$ cat config.mk
export PLATFORM = sky130hd
export DESIGN_NAME = axi4_mst_bridge
export DESIGN_NICKNAME = d
export VERILOG_FILES = /design/src/rtl/axi4_mst_bridge_pkg.sv /design/src/rtl/axi4_beat_cnt.sv /design/src/rtl/axi4_mst_bridge.sv
export SDC_FILE = /design/constraint.sdc
export NUM_CORES = 1
export LEC_CHECK = 0
export CAP_MARGIN = 0
export CORE_MARGIN = 5
export CORE_UTILIZATION = 33
export CTS_CLUSTER_DIAMETER = 150
export DETAILED_ROUTE_END_ITERATION = 8
export GPL_TIMING_DRIVEN = 0
export PLACE_DENSITY = 0.77
export SYNTH_ARGS = -nofsm -noshare
export SYNTH_HDL_FRONTEND = slang
export SYNTH_SLANG_ARGS = --single-unit
$ cat constraint.sdc
create_clock -name clk -period 1.6 [get_ports clk]
set_input_delay 0.24 -clock clk [delete_from_list [all_inputs] [get_ports clk]]
set_output_delay 0.24 -clock clk [all_outputs]
set_load 0.005 [all_outputs]
$ cat src/rtl/axi4_mst_bridge_pkg.sv
// Shared definitions for the AXI4 master bridge: FSM encoding, AXI response and burst codes.
// The optional ID/rlast checker is enabled in the top by defining AXI4_MST_ERR_CHK_EN.
package axi4_mst_bridge_pkg;

    typedef enum logic [2:0] {
        ST_IDLE    = 3'd0,
        ST_WR_ADDR = 3'd1,
        ST_WR_DATA = 3'd2,
        ST_WR_RESP = 3'd3,
        ST_RD_ADDR = 3'd4,
        ST_RD_DATA = 3'd5,
        ST_DONE    = 3'd6
    } state_e;

    localparam logic [1:0] RESP_OKAY   = 2'b00;
    localparam logic [1:0] RESP_SLVERR = 2'b10;
    localparam logic [1:0] BURST_INCR  = 2'b01;

endpackage

$ cat src/rtl/axi4_beat_cnt.sv
// Burst beat counter: cleared on command accept, counts accepted beats, flags the last beat.
// One bit wider than the len field so a 256-beat burst never wraps.
module axi4_beat_cnt #(
    parameter int LEN_W = 8
) (
    input  logic             clk,
    input  logic             rst_n,
    input  logic             clr_i,
    input  logic             inc_i,
    input  logic [LEN_W-1:0] len_i,
    output logic             last_o
);

    logic [LEN_W:0] cnt_q, cnt_d;

    always_comb begin
        cnt_d = cnt_q;
        if (clr_i) begin
            cnt_d = '0;
        end else if (inc_i) begin
            cnt_d = cnt_q + 1'b1;
        end
    end

    always_ff @(posedge clk or negedge rst_n) begin
        if (!rst_n) begin
            cnt_q <= '0;
        end else begin
            cnt_q <= cnt_d;
        end
    end

    assign last_o = (cnt_q == {1'b0, len_i});

endmodule

$ cat src/rtl/axi4_mst_bridge.sv
// Single-outstanding AXI4 master: command + data streams in, one INCR burst out at a time.
// Define AXI4_MST_ERR_CHK_EN to check returned IDs and rlast position (any mismatch reports SLVERR).
//
// state      | meaning
// ST_IDLE    | waiting for a command (cmd_rdy_o high once out of reset)
// ST_WR_ADDR | AW valid with registered id/addr/len
// ST_WR_DATA | write stream passed through to W, counting beats
// ST_WR_RESP | waiting for B, response captured
// ST_RD_ADDR | AR valid with registered id/addr/len
// ST_RD_DATA | R passed through to read stream, worst rresp accumulated
// ST_DONE    | one-cycle done_o pulse with final response
module axi4_mst_bridge
    import axi4_mst_bridge_pkg::*;
#(
    parameter int DATA_W           = 8,
    parameter int ADDR_W           = 32,
    parameter int MST_ID_W         = 5,
    parameter int TRANS_DATA_LEN_W = 8,
    parameter int TRANS_RESP_W     = 2
) (
    input  logic                        clk,
    input  logic                        rst_n,
    input  logic                        cmd_vld_i,
    output logic                        cmd_rdy_o,
    input  logic                        cmd_wr_i,
    input  logic [MST_ID_W-1:0]         cmd_id_i,
    input  logic [ADDR_W-1:0]           cmd_addr_i,
    input  logic [TRANS_DATA_LEN_W-1:0] cmd_len_i,
    input  logic [DATA_W-1:0]           wr_data_i,
    input  logic                        wr_vld_i,
    output logic                        wr_rdy_o,
    output logic [DATA_W-1:0]           rd_data_o,
    output logic                        rd_last_o,
    output logic                        rd_vld_o,
    input  logic                        rd_rdy_i,
    output logic                        done_o,
    output logic [TRANS_RESP_W-1:0]     done_resp_o,
    output logic [MST_ID_W-1:0]         s_awid_o,
    output logic [ADDR_W-1:0]           s_awaddr_o,
    output logic [TRANS_DATA_LEN_W-1:0] s_awlen_o,
    output logic                        s_awvalid_o,
    input  logic                        s_awready_i,
    output logic [DATA_W-1:0]           s_wdata_o,
    output logic                        s_wlast_o,
    output logic                        s_wvalid_o,
    input  logic                        s_wready_i,
    input  logic [MST_ID_W-1:0]         s_bid_i,
    input  logic [TRANS_RESP_W-1:0]     s_bresp_i,
    input  logic                        s_bvalid_i,
    output logic                        s_bready_o,
    output logic [MST_ID_W-1:0]         s_arid_o,
    output logic [ADDR_W-1:0]           s_araddr_o,
    output logic [TRANS_DATA_LEN_W-1:0] s_arlen_o,
    output logic                        s_arvalid_o,
    input  logic                        s_arready_i,
    input  logic [MST_ID_W-1:0]         s_rid_i,
    input  logic [DATA_W-1:0]           s_rdata_i,
    input  logic [TRANS_RESP_W-1:0]     s_rresp_i,
    input  logic                        s_rlast_i,
    input  logic                        s_rvalid_i,
    output logic                        s_rready_o
);

    state_e                        state_q, state_d;
    logic [MST_ID_W-1:0]           id_q, id_d;
    logic [ADDR_W-1:0]             addr_q, addr_d;
    logic [TRANS_DATA_LEN_W-1:0]   len_q, len_d;
    logic [TRANS_RESP_W-1:0]       resp_q, resp_d;
    logic                          err_q, err_d;
    logic                          rst_done_q;
    logic                          cmd_hs, w_hs, r_hs;
    logic                          beat_last, r_end, r_err, b_err;

    assign cmd_hs = cmd_vld_i & cmd_rdy_o;
    assign w_hs   = (state_q == ST_WR_DATA) & wr_vld_i & s_wready_i;
    assign r_hs   = (state_q == ST_RD_DATA) & s_rvalid_i & rd_rdy_i;

    axi4_beat_cnt #(
        .LEN_W (TRANS_DATA_LEN_W)
    ) u_beat_cnt (
        .clk    (clk),
        .rst_n  (rst_n),
        .clr_i  (cmd_hs),
        .inc_i  (w_hs | r_hs),
        .len_i  (len_q),
        .last_o (beat_last)
    );

`ifdef AXI4_MST_ERR_CHK_EN
    // The counter bounds the burst even if the slave never raises rlast.
    assign r_end = s_rlast_i | beat_last;
    assign r_err = (s_rid_i != id_q) | (s_rlast_i != beat_last);
    assign b_err = (s_bid_i != id_q);
`else
    logic unused_ids;
    assign unused_ids = ^{s_bid_i, s_rid_i};
    assign r_end      = s_rlast_i;
    assign r_err      = 1'b0;
    assign b_err      = 1'b0;
`endif

    always_ff @(posedge clk or negedge rst_n) begin
        if (!rst_n) begin
            state_q    <= ST_IDLE;
            id_q       <= '0;
            addr_q     <= '0;
            len_q      <= '0;
            resp_q     <= '0;
            err_q      <= 1'b0;
            rst_done_q <= 1'b0;
        end else begin
            state_q    <= state_d;
            id_q       <= id_d;
            addr_q     <= addr_d;
            len_q      <= len_d;
            resp_q     <= resp_d;
            err_q      <= err_d;
            rst_done_q <= 1'b1;
        end
    end

    always_comb begin
        state_d = state_q;
        id_d    = id_q;
        addr_d  = addr_q;
        len_d   = len_q;
        resp_d  = resp_q;
        err_d   = err_q;
        unique case (state_q)
            ST_IDLE: begin
                if (cmd_hs) begin
                    id_d    = cmd_id_i;
                    addr_d  = cmd_addr_i;
                    len_d   = cmd_len_i;
                    resp_d  = TRANS_RESP_W'(RESP_OKAY);
                    err_d   = 1'b0;
                    state_d = cmd_wr_i ? ST_WR_ADDR : ST_RD_ADDR;
                end
            end
            ST_WR_ADDR: if (s_awready_i) state_d = ST_WR_DATA;
            ST_WR_DATA: if (w_hs && beat_last) state_d = ST_WR_RESP;
            ST_WR_RESP: begin
                if (s_bvalid_i) begin
                    resp_d  = s_bresp_i;
                    err_d   = b_err;
                    state_d = ST_DONE;
                end
            end
            ST_RD_ADDR: if (s_arready_i) state_d = ST_RD_DATA;
            ST_RD_DATA: begin
                if (r_hs) begin
                    resp_d = (s_rresp_i > resp_q) ? s_rresp_i : resp_q;
                    err_d  = err_q | r_err;
                    if (r_end) state_d = ST_DONE;
                end
            end
            ST_DONE: state_d = ST_IDLE;
            default: state_d = ST_IDLE;
        endcase
    end

    always_comb begin
        cmd_rdy_o   = 1'b0;
        s_awvalid_o = 1'b0;
        s_wvalid_o  = 1'b0;
        s_wdata_o   = '0;
        s_wlast_o   = 1'b0;
        wr_rdy_o    = 1'b0;
        s_bready_o  = 1'b0;
        s_arvalid_o = 1'b0;
        rd_vld_o    = 1'b0;
        rd_data_o   = '0;
        rd_last_o   = 1'b0;
        s_rready_o  = 1'b0;
        done_o      = 1'b0;
        done_resp_o = '0;
        unique case (state_q)
            ST_IDLE:    cmd_rdy_o = rst_done_q;
            ST_WR_ADDR: s_awvalid_o = 1'b1;
            ST_WR_DATA: begin
                s_wvalid_o = wr_vld_i;
                s_wdata_o  = wr_data_i;
                s_wlast_o  = beat_last;
                wr_rdy_o   = s_wready_i;
            end
            ST_WR_RESP: s_bready_o = 1'b1;
            ST_RD_ADDR: s_arvalid_o = 1'b1;
            ST_RD_DATA: begin
                rd_vld_o   = s_rvalid_i;
                rd_data_o  = s_rdata_i;
                rd_last_o  = s_rlast_i;
                s_rready_o = rd_rdy_i;
            end
            ST_DONE: begin
                done_o      = 1'b1;
                done_resp_o = err_q ? TRANS_RESP_W'(RESP_SLVERR) : resp_q;
            end
            default: ;
        endcase
    end

    assign s_awid_o   = id_q;
    assign s_awaddr_o = addr_q;
    assign s_awlen_o  = len_q;
    assign s_arid_o   = id_q;
    assign s_araddr_o = addr_q;
    assign s_arlen_o  = len_q;

endmodule

== After elaboration in Yosys (flattened, before gate mapping) ==
Index checks and enable logic that the tools add are counted.

* Flip-flop bits (word level): 61
* Bits in latches: 0
* Bits in writable memories: 0
* Memory bits (read-only): 0
* Memories kept: 0

* $add $sub $neg: 1
* Multiply operators: 0
* Div/mod/pow operators: 0
* Magnitude comparators: 1
* Eq/ne operators: 15
* Shifts and indexed selects: 0
* Muxes and demuxes: 34
* Bitwise logic cells: 6
* Reductions and logical operators: 9

{| class="wikitable"
|+ Operator list
! kind !! count
|-
| 3-bit 2-to-1 mux || 8
|-
| 9-bit 2-to-1 mux || 2
|-
| 3-bit case mux with 6 select lines || 1
|-
| 8-bit 2-to-1 mux || 2
|-
| 1-bit 2-to-1 mux || 13
|-
| 2-bit 2-to-1 mux || 6
|-
| 2-bit != test, second input constant || 6
|-
| 9-bit by 1-bit adder with 9-bit output, second input constant || 1
|-
| 3-bit == test, second input constant || 3
|-
| 9-bit by 8-bit == test with 1-bit output || 1
|-
| 7-bit AND reduction || 1
|-
| 3-bit by 2-bit == test with 1-bit output, second input constant || 2
|-
| 2-bit case mux with 3 select lines || 1
|-
| 1-bit bitwise AND || 5
|-
| 5-bit AND reduction || 1
|-
| 2-bit by 1-bit != test with 1-bit output, second input constant || 2
|-
| 2-bit nonzero test || 2
|-
| 3-bit by 1-bit == test with 1-bit output, second input constant || 1
|-
| 3-bit zero test || 1
|-
| 3-bit AND reduction || 1
|-
| 3-bit nonzero test || 1
|-
| 2-bit > comparator || 1
|-
| 1-bit case mux with 2 select lines || 1
|-
| 2-bit AND reduction || 1
|-
| other kinds (2) || 2
|}

== Longest topological paths before layout ==
* Depth in word-level cells: 6
* Depth in mapped cells: 7
* Mapped depth without buffers: 6

== Modules after synthesis ==
A second synthesis with hierarchy kept.

* Cells, all modules: 376
* Area total of the unflattened synthesis: 3226.8 µm²

{| class="wikitable"
|+ Modules (own cells, without submodules)
! module !! instances !! cells an instance !! area an instance (µm²)
|-
| axi4_mst_bridge || 1 || 322 || 2697.6
|-
| axi4_beat_cnt || 1 || 54 || 529.3
|}

== Worst setup path before layout ==
OpenSTA, ideal clock, no wires.

* Path type: flip-flop to flip-flop
* Start: reg resp_q[1]
* End: reg resp_q[0]
* Library setup time: 0.128 ns
* Arrival: 1.521 ns
* Data required time: 1.472 ns
* Path slack: -0.049 ns
* Cell stages (with the launch flop): 7
* Clock period less this slack: 1.649 ns
* Cells stage by stage: dfrtp_1 inv_1 ha_1 or2_2 a41oi_1 o21ai_1 mux2_1

* Word-level cells in the longest chain between the ends: 3

{| class="wikitable"
|+ Ends and longest elaborated chain
! element !! line !! RTL
|-
| start, declared || axi4_mst_bridge.sv:68 || <nowiki>logic [TRANS_RESP_W-1:0] resp_q, resp_d;</nowiki>
|-
| start signal, assigned || axi4_mst_bridge.sv:116 || <nowiki>resp_q <= resp_d;</nowiki>
|-
| 2-bit > comparator || axi4_mst_bridge.sv:152 || <nowiki>resp_d = (s_rresp_i > resp_q) ? s_rresp_i : resp_q;</nowiki>
|-
| 2-bit by 1-bit != test with 1-bit output (no line) || n/a ||
|-
| 5-bit AND reduction (no line) || n/a ||
|}

No other way between the ends.
A chain may end at the register's enable or synchronous reset.

== Worst setup path after layout ==
* Start: reg state_q[2]
* End: reg resp_q[0]

* Word-level cells in the longest chain between the ends: 5

{| class="wikitable"
|+ Ends and longest elaborated chain
! element !! line !! RTL
|-
| start, declared || axi4_mst_bridge.sv:64 || <nowiki>state_e state_q, state_d;</nowiki>
|-
| start signal, assigned || axi4_mst_bridge.sv:112 || <nowiki>state_q <= state_d;</nowiki>
|-
| 3-bit == test / 3-bit zero test (equally long branches) || axi4_mst_bridge.sv:76, axi4_mst_bridge.sv:129, axi4_mst_bridge.sv:177 ||
|-
| 1-bit bitwise AND / 1-bit 2-to-1 mux (equally long branches) || axi4_mst_bridge.sv:76, axi4_mst_bridge.sv:177 ||
|-
| 1-bit bitwise AND, on equally long branches || axi4_mst_bridge.sv:76, axi4_mst_bridge.sv:74 ||
|-
| 2-bit != test (no line) || n/a ||
|-
| 5-bit AND reduction (no line) || n/a ||
|}

Parallel ways exist; a longest one is shown, timed or not.

==> run_results.csv <==
group,metric,value,unit
grt,grt_pass1_vias,3887,
floorplan,coreArea,9639,sq um
clocking,path_clk_slew,0.07,ns
critical_path,path_class,"reg -> reg",
power,p_leak,3.647,nW
clocking,root_buffer,"clkbuf_8",
logic_synthesis,synthTopCellsByArea,"dfrtp_1, nand2_1, buf_4",
power,finalPower,12.15,mW
floorplan,ios,206,
power,peakVddDrop,900.2,uV
cells_and_area,layout_common_cells,"clkdlybuf4s50_1, buf_4, nand2_1, buf_6",
floorplan,dieArea,11840,sq um
logic_synthesis,synth_top_family_by_area,"simple AND/OR/NAND/NOR gates",
logic_synthesis,syn_area_per_cell,8.543,sq um
clocking,clock_path_buffers,2,
drt,drc,0,
logic_synthesis,syn_area,3221,sq um
placement,place_congestion,0.8199,
placement,dp_hpwl,8241,um
sta,hold_viol_final,15,
critical_path,path_max_fanout,4,
logic_synthesis,ys.flop_type,"dfrtp_1",
clocking,numCtsBuffers,9,
logic_synthesis,syn_nets,467,
floorplan,rows,36,
grt,grt_pass1_wl,18860,um
power,p_per_area,1714,nW/um^2
sta,setup_slack,-0.2950,ns
critical_path,reg2reg_to,"resp_q[0]$_DFFE_PN0P_",
placement,port_buffers,195,
sta,worst_pin_slew,0.7920,ns
sta,rsz0062_at_grt,"true",
logic_synthesis,synthMuxAreaShare,0.9713,%
cells_and_area,final_util,73.53,%
cells_and_area,area_delta_synth_final,120.1,%
critical_path,required,1.82,ns
sta,fin_crit_sh,118.4,%
run_status,violations,"hold timing, setup timing",
drt,ant_nets,0,
flow_run,drv_cap,0,
grt,antenna_found_initial,0,
min_path,hp-class,"in -> async",
logic_synthesis,yosys_register_bits,60,
drt,routed_wl,12780,um
logic_synthesis,yosys.area.top_type_share,46.62,%
drt,first_pass_iters,4,
cells_and_area,final_nets,750,
logic_synthesis,yosysUniqueCellTypes,45,
clocking,cts_hold_buffers,0,
clocking,clkLatencyLatePin,0.33,ns
critical_path,crit_path_top_delay_cell,"dfrtp_2",
critical_path,reg2reg_from,"state_q[2]$_DFFE_PN0P_",
sta,setup_tns,-14.85,ns
critical_path,end_kind,"register",
grt,grt.overflow.total,0,
grt,grt_use_total,20.16,%
sta,min_period,1.895,ns
critical_path,path_buf_inv,2,
logic_synthesis,synth_edf_count,0,
drt,first_iter_violations,120,
sta,max_freq,527.7,MHz
drt,wl_per_cell,16.01,um
logic_synthesis,yosys.area.top_type,"dfrtp_1",
logic_synthesis,synth.yosys.seq_area_share,46.62,%
critical_path,worst-r2r-cell-count,6,
cells_and_area,n_antenna_cell,0,
cells_and_area,mostFrequentLayoutCell,"clkdlybuf4s50_1",
critical_path,cp_top_family,"compound AO/OA/AOI/OAI gates",
critical_path,path_cells,"buf_6 > and2b_2 > buf_6 > a221o_1 > o21ai_2 > mux2_4",
clocking,cts_tree,"built",
critical_path,rrSetupSlack,-0.29,ns
critical_path,cpMostUsedCell,"buf_6",
floorplan,die_height,108.8,um
drt,viasPerCell,4.613,
cells_and_area,stdcell_count,798,
critical_path,slowest_delay,0.45,ns
logic_synthesis,synth_compound_area_share,6.876,%
drt,num_vias,3681,
run_status,status,"complete, but fails checks",
placement,dp_cells,706,
sta,skew,0.005047,ns
sta,hold-worst-slack,-0.01335,ns
logic_synthesis,ys_warn_count,0,
floorplan,die_w,108.8,um
sta,slew_headroom,47.20,%
logic_synthesis,syn_inst,377,
logic_synthesis,synth_xor_area_share,2.448,%
placement,dp_slack,-0.4823,ns
cells_and_area,drive_gt1_share,48.57,%
sta,report.final.slew_viol_count,0,
cells_and_area,final_cell_area,7088,sq um
logic_synthesis,synth-async-reset-ratio,100.0,%
clocking,clock_sinks,60,
sta,setup_viol,84,
logic_synthesis,yosys.area_share.simple,28.24,%
critical_path,cp.arrival,2.11,ns
logic_synthesis,synthAdderAreaFrac,1.166,%
clocking,cts.htree.levels,3,
placement,dpl_cell_area,5383,sq um
critical_path,critPathLaunchType,"register",
floorplan,initial_core_util,33.41,%
grt,grt_start_max_net_pins,35,
==> logic make-up (layout without fill, tap and decap cells) <==
family                   count (synthesis)  after routing
multiplexers                             3              3
other                                    1              1
AND/OR/NAND/NOR                        202            203
XOR/XNOR                                 9              9
flip-flops                              60             60
buffers and inverters                   69            356
adder cells (fa/ha/maj)                  3              3
AO/OA/AOI/OAI                           30             30
==> power by group <==
group / switching [mW] / total (mW) / internal, mW
clock: 0.597 / 1.51 / 0.912
combinational: 2.72 / 7.78 / 5.05
sequential: 0.656 / 2.86 / 2.21
total: 3.98 / 12.2 / 8.17
==> layout make-up <==
type                            count  area, sq um
Clock inverter                      5        75.07
Inverter                            7        33.78
Multi-Input combinational cell    249         1769
Timing Repair Buffer              275         2849
Clock buffer                       11        141.4
Tap cell                          133        166.4
Sequential cell                    60         1514
Buffer                             58        539.3
Fill cell                         699         2551
==> per-layer routing <==
layer | global-route usage (%) | vias to the layer above | wire (um)
met1 | 23.40 | 1767 | 4794
li1 | - | 1751 | -
met4 | 5.861 | 0 | 213
met5 | 0 | - | 0
met3 | 4.381 | 20 | 773
met2 | 37.07 | 143 | 6994
==> synth_stat cells, types with 2 or more instances <==
| master | count |
|---|---|
| or3_1 | 3 |
| nor3_1 | 3 |
| inv_1 | 7 |
| or4_1 | 2 |
| nand3_1 | 3 |
| or2_2 | 3 |
| a22oi_1 | 2 |
| mux2i_1 | 2 |
| buf_2 | 7 |
| a21oi_1 | 6 |
| and3_1 | 14 |
| nand4_1 | 2 |
| buf_4 | 45 |
| a31oi_1 | 2 |
| nand2_1 | 143 |
| o31ai_1 | 4 |
| xor2_1 | 9 |
| nor2b_1 | 2 |
| ha_1 | 3 |
| nor2_1 | 5 |
| dfrtp_1 | 60 |
| and2_1 | 14 |
| buf_1 | 3 |
| and4_1 | 2 |
| o211ai_1 | 2 |
| o21ai_0 | 4 |
| clkbuf_1 | 7 |
==> state kept, by name, summed over array words and instances, names as in the netlist <==
signal            flops
resp_q                2
rst_done_q            1
s_arlen_o             8
u_beat_cnt.cnt_q      9
s_arid_o              5
s_araddr_o           32
state_q               3
==> timing repair <==
| action | CTS | global route |
|---|---|---|
| pin swaps | 82 | 55 |
| setup endpoints to repair | 96 | 114 |
| hold endpoints to repair | 0 | 0 |
| resized for setup | 284 | 136 |
| setup buffers | 47 | 25 |
| gates cloned | 6 | 6 |
==> worst max path at each step <==
stage                                     from                     end  cells after the start
2_1_floorplan           state_q[2]$_DFFE_PN0P_   resp_q[0]$_DFFE_PN0P_                      4
3_3_place_gp                             rst_n  state_q[2]$_DFFE_PN0P_                      1
3_5_place_dp   u_beat_cnt.cnt_q[3]$_DFFE_PN0P_               s_wlast_o                      4
4_1_cts                 state_q[2]$_DFFE_PN0P_   resp_q[0]$_DFFE_PN0P_                      6
5_1_grt                 state_q[2]$_DFFE_PN0P_   resp_q[0]$_DFFE_PN0P_                      6
6_report                state_q[2]$_DFFE_PN0P_   resp_q[0]$_DFFE_PN0P_                      6
==> worst register-to-register path: stages, from the launching register on <==
cell and delay (ns):
dfrtp_2 0.45, buf_6 0.14, and2b_2 0.20, buf_6 0.12
a221o_1 0.36, o21ai_2 0.19, mux2_4 0.32
(Power assumes the default switching activity.)
